<file path="src/rtl/gate_vector_sequencer.sv">
// Sweeps every input vector onto a combinational gate-under-test, checks its output
// against an expected truth table and reports mismatch count, first failing vector and pass.
module gate_vector_sequencer #(
  parameter int                      N_IN   = 2,
  parameter logic [(1<<N_IN)-1:0]    TRUTH  = 4'b0111,
  parameter int                      SETTLE = 0,
  parameter int                      ERR_W  = 8
) (
  input  logic              clk,
  input  logic              rst_n,
  input  logic              start,
  output logic [N_IN-1:0]   vec,
  input  logic              y_in,
  output logic              busy,
  output logic              done,
  output logic              pass,
  output logic [ERR_W-1:0]  err_cnt,
  output logic              first_err_valid,
  output logic [N_IN-1:0]   first_err_vec
);

  typedef enum logic [1:0] {IDLE, RUN, DONE} state_t;

  localparam logic [N_IN-1:0] LAST_VEC = {N_IN{1'b1}};
  localparam logic [7:0]      SETTLE_V = 8'(SETTLE);

  state_t            state, state_nxt;
  logic [7:0]        cnt, cnt_nxt;
  logic [N_IN-1:0]   vec_nxt, first_err_vec_nxt;
  logic [ERR_W-1:0]  err_cnt_nxt;
  logic              busy_nxt, done_nxt, pass_nxt, first_err_valid_nxt;
  logic              mismatch;

  // Counter increment that sticks at all-ones instead of wrapping.
  function automatic logic [ERR_W-1:0] sat_inc(input logic [ERR_W-1:0] v);
    return (v == {ERR_W{1'b1}}) ? v : v + ERR_W'(1);
  endfunction

  always_ff @(posedge clk) begin
    if (!rst_n) begin
      state           <= IDLE;
      cnt             <= '0;
      vec             <= '0;
      busy            <= 1'b0;
      done            <= 1'b0;
      pass            <= 1'b0;
      err_cnt         <= '0;
      first_err_valid <= 1'b0;
      first_err_vec   <= '0;
    end else begin
      state           <= state_nxt;
      cnt             <= cnt_nxt;
      vec             <= vec_nxt;
      busy            <= busy_nxt;
      done            <= done_nxt;
      pass            <= pass_nxt;
      err_cnt         <= err_cnt_nxt;
      first_err_valid <= first_err_valid_nxt;
      first_err_vec   <= first_err_vec_nxt;
    end
  end

  always_comb begin
    state_nxt           = state;
    cnt_nxt             = cnt;
    vec_nxt             = vec;
    busy_nxt            = busy;
    done_nxt            = done;
    pass_nxt            = pass;
    err_cnt_nxt         = err_cnt;
    first_err_valid_nxt = first_err_valid;
    first_err_vec_nxt   = first_err_vec;
    mismatch            = 1'b0;

    case (state)
      IDLE, DONE: begin
        if (start) begin
          vec_nxt             = '0;
          cnt_nxt             = SETTLE_V;
          err_cnt_nxt         = '0;
          first_err_valid_nxt = 1'b0;
          first_err_vec_nxt   = '0;
          done_nxt            = 1'b0;
          pass_nxt            = 1'b0;
          busy_nxt            = 1'b1;
          state_nxt           = RUN;
        end
      end
      RUN: begin
        if (cnt != 8'd0) begin
          cnt_nxt = cnt - 8'd1;
        end else begin
          // Gate output has settled for this vector: sample and score it.
          mismatch = (y_in != TRUTH[vec]);
          if (mismatch) begin
            err_cnt_nxt = sat_inc(err_cnt);
            if (!first_err_valid) begin
              first_err_valid_nxt = 1'b1;
              first_err_vec_nxt   = vec;
            end
          end
          if (vec == LAST_VEC) begin
            state_nxt = DONE;
            busy_nxt  = 1'b0;
            done_nxt  = 1'b1;
            pass_nxt  = (err_cnt_nxt == '0);
          end else begin
            vec_nxt = vec + N_IN'(1);
            cnt_nxt = SETTLE_V;
          end
        end
      end
      default: state_nxt = IDLE;
    endcase
  end

endmodule

</file>
<file path="config.mk">
export PLATFORM = sky130hd
export DESIGN_NAME = gate_vector_sequencer
export DESIGN_NICKNAME = d
export VERILOG_FILES = /design/src/rtl/gate_vector_sequencer.sv
export SDC_FILE = /design/constraint.sdc
export NUM_CORES = 1
export LEC_CHECK = 0
export BUFFER_PORTS_ARGS = -buffer_cell sky130_fd_sc_hd__buf_2
export CAP_MARGIN = 0
export CELL_PAD_IN_SITES_DETAIL_PLACEMENT = 0
export CELL_PAD_IN_SITES_GLOBAL_PLACEMENT = 1
export CORE_MARGIN = 2
export CORE_UTILIZATION = 45
export CTS_BUF_LIST = sky130_fd_sc_hd__clkbuf_8
export CTS_CLUSTER_SIZE = 20
export DETAILED_ROUTE_END_ITERATION = 7
export PLACE_DENSITY_LB_ADDON = 0.1
export SYNTH_ARGS = -nofsm -noshare
export SYNTH_HDL_FRONTEND = slang
export SYNTH_SLANG_ARGS = --single-unit
</file>
<file path="constraint.sdc">
create_clock -name clk -period 3.6 [get_ports clk]
set_clock_uncertainty 0.15 [all_clocks]
set_input_delay 0.18 -clock clk [delete_from_list [all_inputs] [get_ports clk]]
set_output_delay 0.18 -clock clk [all_outputs]
set_load 0.01 [all_outputs]
</file>
==> impl_metrics.yaml, run 1 <==
placement:
  dp_hpwl_um: 2210
  pre_cts_slack_ps: 1030
  postPlaceCellArea_mm2: 0.00157
  gp_congestion: 0.783
  numPortBuffers: 19
sta:
  layout_setup_ws_ps: 943
  hold_viol: 0
  setup_viol: 0
  rsz0062_at_grt: "false"
  period_share: 0.738
  max_freq_ghz: 0.376
  worst_pin_slew_ps: 626
  slew_headroom: 0.583
  drv_slew: 0
  final.setup.tns_ps: 0
  period_needed_ps: 2660
clock_tree:
  cts_max_level: 1
  cts-root-buf: "clkbuf_8"
  path_clk_slew_ps: 90
  clock_latency_ps: 270
  cts_setup_buffers: 0
  cts_sinks: 26
  hold_buffers: 0
  cts_inserted_buffers: 3
  clockBufferDepth: 2
  cts_resized: 0
  cts_tree: "built"
critical_path:
  r2r-start: "cnt[0]"
  required_ps: 3600
  r2r_slack_ps: 940
  r2r_cells: 7
  cp_max_fo: 16
  endpoint: "err_cnt[1]"
  path_class: "reg -> reg"
  worstSetupEndpointType: "flip-flop"
  start_kind: "flip-flop"
  startpoint: "cnt[0]"
  reg2reg_to: "err_cnt[1]"
  worstPathArrival_ps: 2660
yosys:
  syn_nets: 181
  synth_cells: 173
  synth_xor_area_frac: 0.0724
  synth_top_family_by_area: "simple AND/OR/NAND/NOR gates"
  synth_area_leaders: "dfxtp_1, nor2_1, nand2_1"
  ys_seq_area_frac: 0.354
  synth.area.mux_share: 0.0358
  synth_edf_count: 0
  yosys_warnings: 0
  yosys.area_share.simple: 0.259
  synth_cell_types: 46
  synthFlopType: "dfxtp_1"
  avgSynthCellArea_um2: 8.49
  synth.largest_area_cell: "dfxtp_1"
  ys_ff_latch: 26
  synth-compound-area-share: 0.196
  syn_area_mm2: 0.00147
  netlist.area_leader.share: 0.354
  async_reset_ff_frac: 0
  synth-adder-area-share: 0.0341
grt:
  grt_overflow: 0
  grt_max_degree: 17
  grt_pass1_wl_um: 5120
  grtUsageTotal: 0.182
  grt_pass1_vias: 1119
  antenna_found_initial: 0
layout:
  final_util: 0.532
  diodes: 0
  postLayoutCellArea_mm2: 0.00164
  drive_above_1_share: 0.176
  fin_nets: 197
  area_growth_pct: 11.5
die:
  chipHeight_um: 61.1
  start_util: 0.477
  die_w_um: 61.1
  ios: 20
  dieArea_mm2: 0.00374
  core_area_mm2: 0.00308
  num_rows: 20
drt:
  drtPass1Iterations: 4
  drcViolationCount: 0
  vias_per_cell: 5.43
  m1WireLength_um: 1560
  drt-total-wl_um: 3060
  top_layer: "met4"
  met2RoutedLength_um: 1380
  vias: 1259
  drtAntennaViolNets: 0
  wl_per_cell_um: 13.2
  first_iter_violations: 53
  route.met3.wl_um: 106
pwr:
  powerDensity_mw_per_mm2: 483
  total_power_w: 0.000791
  leakage_nw: 0.671
  vdd_ir_drop_max_uv: 299
flow_run:
  maxCapViolCount: 0
run_status:
  status: "finished clean"
hold_path:
  holdCritPathClass: "in -> reg"
## where the power goes
part	switching, W	total [W]	leakage (nW)	internal (W)
clock	0.0000945	0.000243	0.0357	0.000149
sequential	0.0000323	0.000345	0.211	0.000313
combinational	0.000116	0.000203	0.425	0.0000868
## synthesized netlist by cell type (2+ instances only)
cell and count:
o21ai_1 2, mux2i_1 3, nor2b_1 4, a21oi_1 10, nand4_1 3, mux2_2 2
buf_4 3, nor3_1 7, nand3_1 6, nand2_1 15, and2_1 3, buf_6 2
nor2_1 20, o21ai_0 7, o211ai_1 3, xor2_1 6, nand2b_1 3, o2111ai_1 2
and3_1 3, inv_1 3, ha_1 4, clkbuf_1 4, a31oi_1 3, dfxtp_1 26
a211oi_1 4, or3_1 3, xnor2_1 3
## worst max-delay path: stages (launching register included)
cell	delay [ps]
dfxtp_1	370
inv_1	100
ha_1	170
nor3b_1	450
and3_1	640
mux2_2	420
a22oi_1	180
nor2_1	60
## metrics by stage
step,instances,hold WS [ps]
finish,232,46.9
global route,232,48.2
CTS,232,46.0
detailed placement,228,298
global placement,228,293
floorplan,173,147
## how the worst min path moves through the flow
stage / start / end / slack, ps / depth (start not counted)
final: start / state[1] / 50 / 3
after global routing: start / state[1] / 50 / 3
after CTS: start / state[1] / 50 / 3
after detailed placement: done / done / 300 / 2
after global placement: done / done / 290 / 2
after floorplan: rst_n / first_err_vec[0] / 150 / 1
## registers in the layout (all words and copies together) (netlist names)
| name | count |
|---|---|
| cnt | 8 |
| vec | 2 |
| state | 2 |
| busy | 1 |
| err_cnt | 8 |
| pass | 1 |
| first_err_vec | 2 |
| done | 1 |
| first_err_valid | 1 |
## cells by family after synthesis
kind of cell             count (synthesis)
AND/OR/NAND/NOR                         74
flip-flops                              26
adder cells (fa/ha/maj)                  4
AO/OA/AOI/OAI                           42
buffers and inverters                   12
XOR/XNOR                                10
multiplexers                             5
## layer usage
| metal | vias up | global-route usage |
|---|---|---|
| li1 | 655 | - |
| met4 | 0 | 0.0652 |
| met3 | 2 | 0.0189 |
| met1 | 574 | 0.268 |
| met5 | - | 0 |
| met2 | 28 | 0.275 |
## placed cells by master, fill, tap and decap left out, types with 2 or more instances in the layout
cell / instances
xor2_1: 6
nor2_1: 20
o2111ai_1: 2
mux2i_1: 3
nor2b_1: 4
ha_1: 4
clkbuf_8: 3
inv_1: 3
xnor2_1: 3
o21ai_0: 7
a211oi_1: 4
nand2b_1: 3
a31oi_1: 3
nand4_1: 3
and3_1: 3
nor3_1: 7
nand3_1: 6
o21ai_1: 2
and2_1: 3
a21oi_1: 10
mux2_2: 2
or3_1: 3
buf_2: 19
nand2_1: 15
o211ai_1: 3
dfxtp_1: 26
## area by class of cell
cell class              count  area [µm²]
clock buffers               3        41.3
clock inverters             1        30.0
fillers                   297        1440
inverters                   3        11.3
multi-input cells         135         877
flip-flops and latches     26         520
well taps                  44        55.1
repair buffers             20         103
No activity file was read; power rests on OpenSTA's default activity.
==> run 2, diff against run 1 <==
ABC_AREA = 1   (was not set)
CORE_UTILIZATION = 42   (was 45)
clock period = 2.71 ns   (was 3.6 ns; I/O delays follow)
==> impl_metrics.yaml, run 2 <==
critical_path:
  reg2reg_to: "cnt[5]"
  critPathSlowestCell: "dfxtp_1"
  r2r_slack_ps: 680
  start_kind: "flip-flop"
  crit_top_cell: "inv_1"
  startpoint: "cnt[0]"
  crit_family: "simple AND/OR/NAND/NOR gates"
  cp_num_cells: 11
  worstPathArrival_ps: 2050
  crit_chain: "inv_1 -> ha_1 -> inv_1 -> nor3_2 -> nand2_4 -> nand2_2 -> nand2_2 -> a21oi_2 -> inv_1 -> nand2_1 -> nor2_1"
  cp_max_fo: 11
  path_class: "reg -> reg"
  required_ps: 2730
  slowest_delay_ps: 320
  worstSetupEndpointType: "flip-flop"
  r2r_cells: 11
  endpoint: "cnt[5]"
  r2r-start: "cnt[0]"
  critical_path_buf_inv_count: 3
drt:
  drtAntennaViolNets: 0
  drt-total-wl_um: 3370
  drtPass1Iterations: 4
  wl_per_cell_um: 11.6
  vias_per_cell: 4.97
  first_iter_violations: 106
  drcViolationCount: 0
  vias: 1447
layout:
  seq_area_um2: 520
  fin_nets: 254
  reg_top3: "cnt x8, err_cnt x8"
  area_growth_pct: 14.4
  diodes: 0
  final_common_cell: "nand2_1"
  postLayoutCellArea_mm2: 0.00173
  final_cell_mix: "nand2_1, nand3_1, dfxtp_1"
  multi_input_area_um2: 841
  drive_above_1_share: 0.208
  fill_cells: 371
die:
  core_area_mm2: 0.00339
  num_rows: 21
  chipHeight_um: 64.0
  dieArea_mm2: 0.00410
  start_util: 0.446
  ios: 20
  die_w_um: 64.0
clock_tree:
  cts_resized: 0
  path_clk_slew_ps: 90
  cts_inserted_buffers: 3
  cts_max_level: 1
  clock_latency_ps: 270
  clockBufferDepth: 2
  hold_buffers: 2
  cts_sinks: 26
  cts-root-buf: "clkbuf_8"
  cts_setup_buffers: 0
  cts_tree: "built"
sta:
  drv_slew: 0
  period_share: 0.747
  layout_setup_ws_ps: 684
  final.setup.tns_ps: 0
  rsz0062_at_grt: "false"
  slew_headroom: 0.604
  hold_viol: 0
  setup_viol: 0
  worst_pin_slew_ps: 590
  period_needed_ps: 2030
  max_freq_ghz: 0.494
  whs_ps: 312
pwr:
  vdd_ir_drop_max_uv: 331
  leakage_nw: 0.759
  total_power_w: 0.00113
  powerDensity_mw_per_mm2: 652
yosys:
  syn_area_mm2: 0.00151
  ys_seq_area_frac: 0.344
  synth.largest_area_cell: "dfxtp_1"
  netlist.area_leader.share: 0.344
  syn_nets: 231
  synth_cells: 223
  yosys_warnings: 0
  synth_edf_count: 0
  synthFlopType: "dfxtp_1"
  avgSynthCellArea_um2: 6.78
  yosysMostFrequentCell: "nand2_1"
  ys_ff_latch: 26
  async_reset_ff_frac: 0
  synth_area_leaders: "dfxtp_1, nand2_1, nand3_1"
  synthTopCellsByCount: "nand2_1, dfxtp_1, nand3_1"
  synth_cell_types: 30
placement:
  gp_congestion: 0.782
  numPortBuffers: 19
  pre_cts_slack_ps: 690
  dp_hpwl_um: 2490
  postPlaceCellArea_mm2: 0.00164
hold_path:
  holdCritPathClass: "in -> reg"
  worstHoldPathCells: 8
run_status:
  status: "finished clean"
flow_run:
  maxCapViolCount: 0
grt:
  grt_overflow: 0
  grt_pass1_wl_um: 5860
  grtUsageTotal: 0.179
  grt_max_degree: 20
  grt_pass1_vias: 1379
  antenna_found_initial: 0
run 2: changes by cell type after synthesis, moves of 6 or more:
cell     delta
nand2_1    +42
nand3_1    +20
inv_1      +18
a21oi_1    +11
inv_2       +8
nand2_2     +6
run 2: metal layers:
metal	share of wire	GRT usage
met4	0.017	0.0652
met2	0.46	0.309
met1	0.49	0.228
met5	0	0
met3	0.026	0.0211
run 2: area by class of cell:
type | instances | area share
clock buffers | 3 | 0.0239
clock inverters | 1 | 0.0174
inverters | 32 | 0.0723
multi-input cells | 162 | 0.486
flip-flops and latches | 26 | 0.301
well taps | 46 | 0.0333
repair buffers | 21 | 0.0665
run 2: how the worst min path moves through the flow:
| stage | startpoint | endpoint | slack, ps |
|---|---|---|---|
| 2_1_floorplan | rst_n | first_err_valid | 110 |
| 3_3_place_gp | start | state[1] | 280 |
| 3_5_place_dp | rst_n | first_err_valid | 280 |
| 4_1_cts | y_in | err_cnt[3] | 300 |
| 5_1_grt | first_err_vec[1] | first_err_vec[1] | 330 |
| 6_report | y_in | err_cnt[3] | 310 |
run 2: power by group:
part	switching (W)	leakage, nW	internal [W]
registers	0.0000306	0.212	0.000418
logic	0.000228	0.512	0.000125
clock network	0.000128	0.0357	0.000198
total	0.000387	0.759	0.000741
run 2: cells by family (layout without fill, tap and decap cells):
group,Yosys count,after routing,share of synthesized area
AOI/OAI and AO/OA,34,34,0.127
and+or+nand+nor,122,122,0.385
buffers and inverters,35,57,0.100
xor gates and xnor gates,2,2,0.0116
DFF,26,26,0.344
adders and majority gates,4,4,0.0331
run 2: stage by stage:
step / utilization / std cells
floorplan: - / 223
global placement: 0.484 / 285
detailed placement: 0.484 / 285
CTS: 0.511 / 291
global route: 0.511 / 291
finish: 0.511 / 291
run 2: worst register-to-register path, delay by kind of cell (launching register included):
| kind | cells | cell delay (ps) |
|---|---|---|
| AND/OR/NAND/NOR | 6 | 790 |
| flip-flops | 1 | 320 |
| buffers and inverters | 3 | 260 |
| AO/OA/AOI/OAI | 1 | 260 |
| adder cells (fa/ha/maj) | 1 | 150 |
==> run 3, diff against run 2 <==
CORE_UTILIZATION = 38   (was 42)
clock period = 1.7 ns   (was 2.71 ns; I/O delays follow)
==> impl_metrics.yaml, run 3 (synthesized netlist as in run 2, its figures left out) <==
clock_tree:
  clockBufferDepth: 2
  clock_latency_ps: 280
  path_clk_slew_ps: 90
  cts_tree: "built"
  cts_inserted_buffers: 3
  cts_max_level: 1
  cts-root-buf: "clkbuf_8"
  cts_sinks: 26
flow_run:
  maxCapViolCount: 0
run_status:
  status: "finished clean"
layout:
  final_common_cell: "nand2_1"
  fin_cells: 325
  area_growth_pct: 44.2
  final_util: 0.583
  diodes: 0
  postLayoutCellArea_mm2: 0.00218
  final_cell_mix: "nand2_1, buf_4, nand3_1"
  fill_cells: 388
  fin_nets: 286
  drive_above_1_share: 0.451
  reg_top3: "cnt x8, err_cnt x8"
critical_path:
  start_kind: "flip-flop"
  slowest_delay_ps: 330
  cp_max_fo: 5
  path_class: "reg -> reg"
  critPathSlowestCell: "dfxtp_2"
  required_ps: 1710
  crit_chain: "inv_2 -> ha_4 -> inv_2 -> nor3_4 -> nand2_4 -> nand2_4 -> nand2_4 -> buf_6 -> nor2_4 -> inv_2 -> nand2_1 -> a21oi_1"
  worstPathArrival_ps: 1640
  worstSetupEndpointType: "flip-flop"
  r2r_cells: 12
placement:
  placed_cells: 312
  numPortBuffers: 19
  postPlaceCellArea_mm2: 0.00183
  dp_hpwl_um: 2820
  gp_congestion: 0.775
sta:
  setup_viol: 0
  slew_headroom: 0.684
  rsz0062_at_grt: "true"
  drv_slew: 0
  period_share: 0.958
  hold_viol: 0
  period_needed_ps: 1630
  whs_ps: 261
  max_freq_ghz: 0.614
  worst_pin_slew_ps: 472
drt:
  vias_per_cell: 4.93
  vias: 1601
  first_iter_violations: 99
  wl_per_cell_um: 12.2
  drtAntennaViolNets: 0
  drt-total-wl_um: 3970
  drcViolationCount: 0
  drtPass1Iterations: 4
die:
  core_area_mm2: 0.00374
  chipHeight_um: 67.1
  num_rows: 22
  dieArea_mm2: 0.00450
  start_util: 0.404
  die_w_um: 67.1
  ios: 20
pwr:
  vdd_ir_drop_max_uv: 558
  leakage_nw: 0.969
  powerDensity_mw_per_mm2: 911
grt:
  grtUsageTotal: 0.189
  grt_max_degree: 15
  antenna_found_initial: 0
  grt_pass1_wl_um: 6420
  grt_overflow: 0
  grt_pass1_vias: 1482
hold_path:
  worstHoldPathCells: 8
  holdCritPathClass: "in -> reg"
run 3: path summary, 6_finish.rpt:
kind                            slack (ps)             start                to
worst max-delay path                    70            cnt[0]  first_err_vec[0]
worst max register to register          70            cnt[0]  first_err_vec[0]
worst min-delay path                   260              y_in        err_cnt[3]
worst min register to register         310  first_err_vec[1]  first_err_vec[1]
run 3: what timing repair did:
item	CTS	global route
endpoints found under the hold margin	9	0
pin swaps	3	16
gates resized for setup	23	41
hold buffers	2	0
setup buffers	2	4
gates cloned	0	1
endpoints found under the setup margin	11	22
run 3: critical path: cells and delay by family, from the launching register on:
kind / cells / cell delay, ps
and+or+nand+nor: 6 / 550
AOI/OAI and AO/OA: 1 / 60
DFF: 1 / 330
buffers and inverters: 4 / 290
adders and majority gates: 1 / 130
run 3: area by class of cell:
class | count | area [µm²] | area share
Multi-Input combinational cell | 163 | 1050 | 0.483
Tap cell | 48 | 60.1 | 0.0275
Inverter | 32 | 130 | 0.0597
Timing Repair Buffer | 52 | 355 | 0.163
Sequential cell | 26 | 528 | 0.242
Clock buffer | 4 | 55.1 | 0.0252
run 3: metrics by stage:
step | setup TNS, ps | total power (W) | setup WS, ps
6_report | 0 | 0.00199 | 70.7
5_1_grt | -240 | 0.00213 | -58.5
4_1_cts | -2.81 | 0.00195 | -2.81
3_5_place_dp | -249 | 0.00140 | -42.1
3_3_place_gp | -147 | 0.00140 | -39.9
2_1_floorplan | 0 | 0.00119 | 19.6
run 3: power breakdown:
group	switching (W)	internal (W)	total, W
clock network	0.000207	0.000208	0.000415
logic	0.000480	0.000372	0.000851
registers	0.0000497	0.000671	0.000721
total	0.000736	0.00125	0.00199
run 3: routing by layer:
metal	vias to the layer above	wire length, µm	track usage
li1	832	-	-
met2	21	1890	0.322
met5	-	0	0
met3	7	114	0.0253
met4	0	58	0.0587
met1	741	1910	0.244
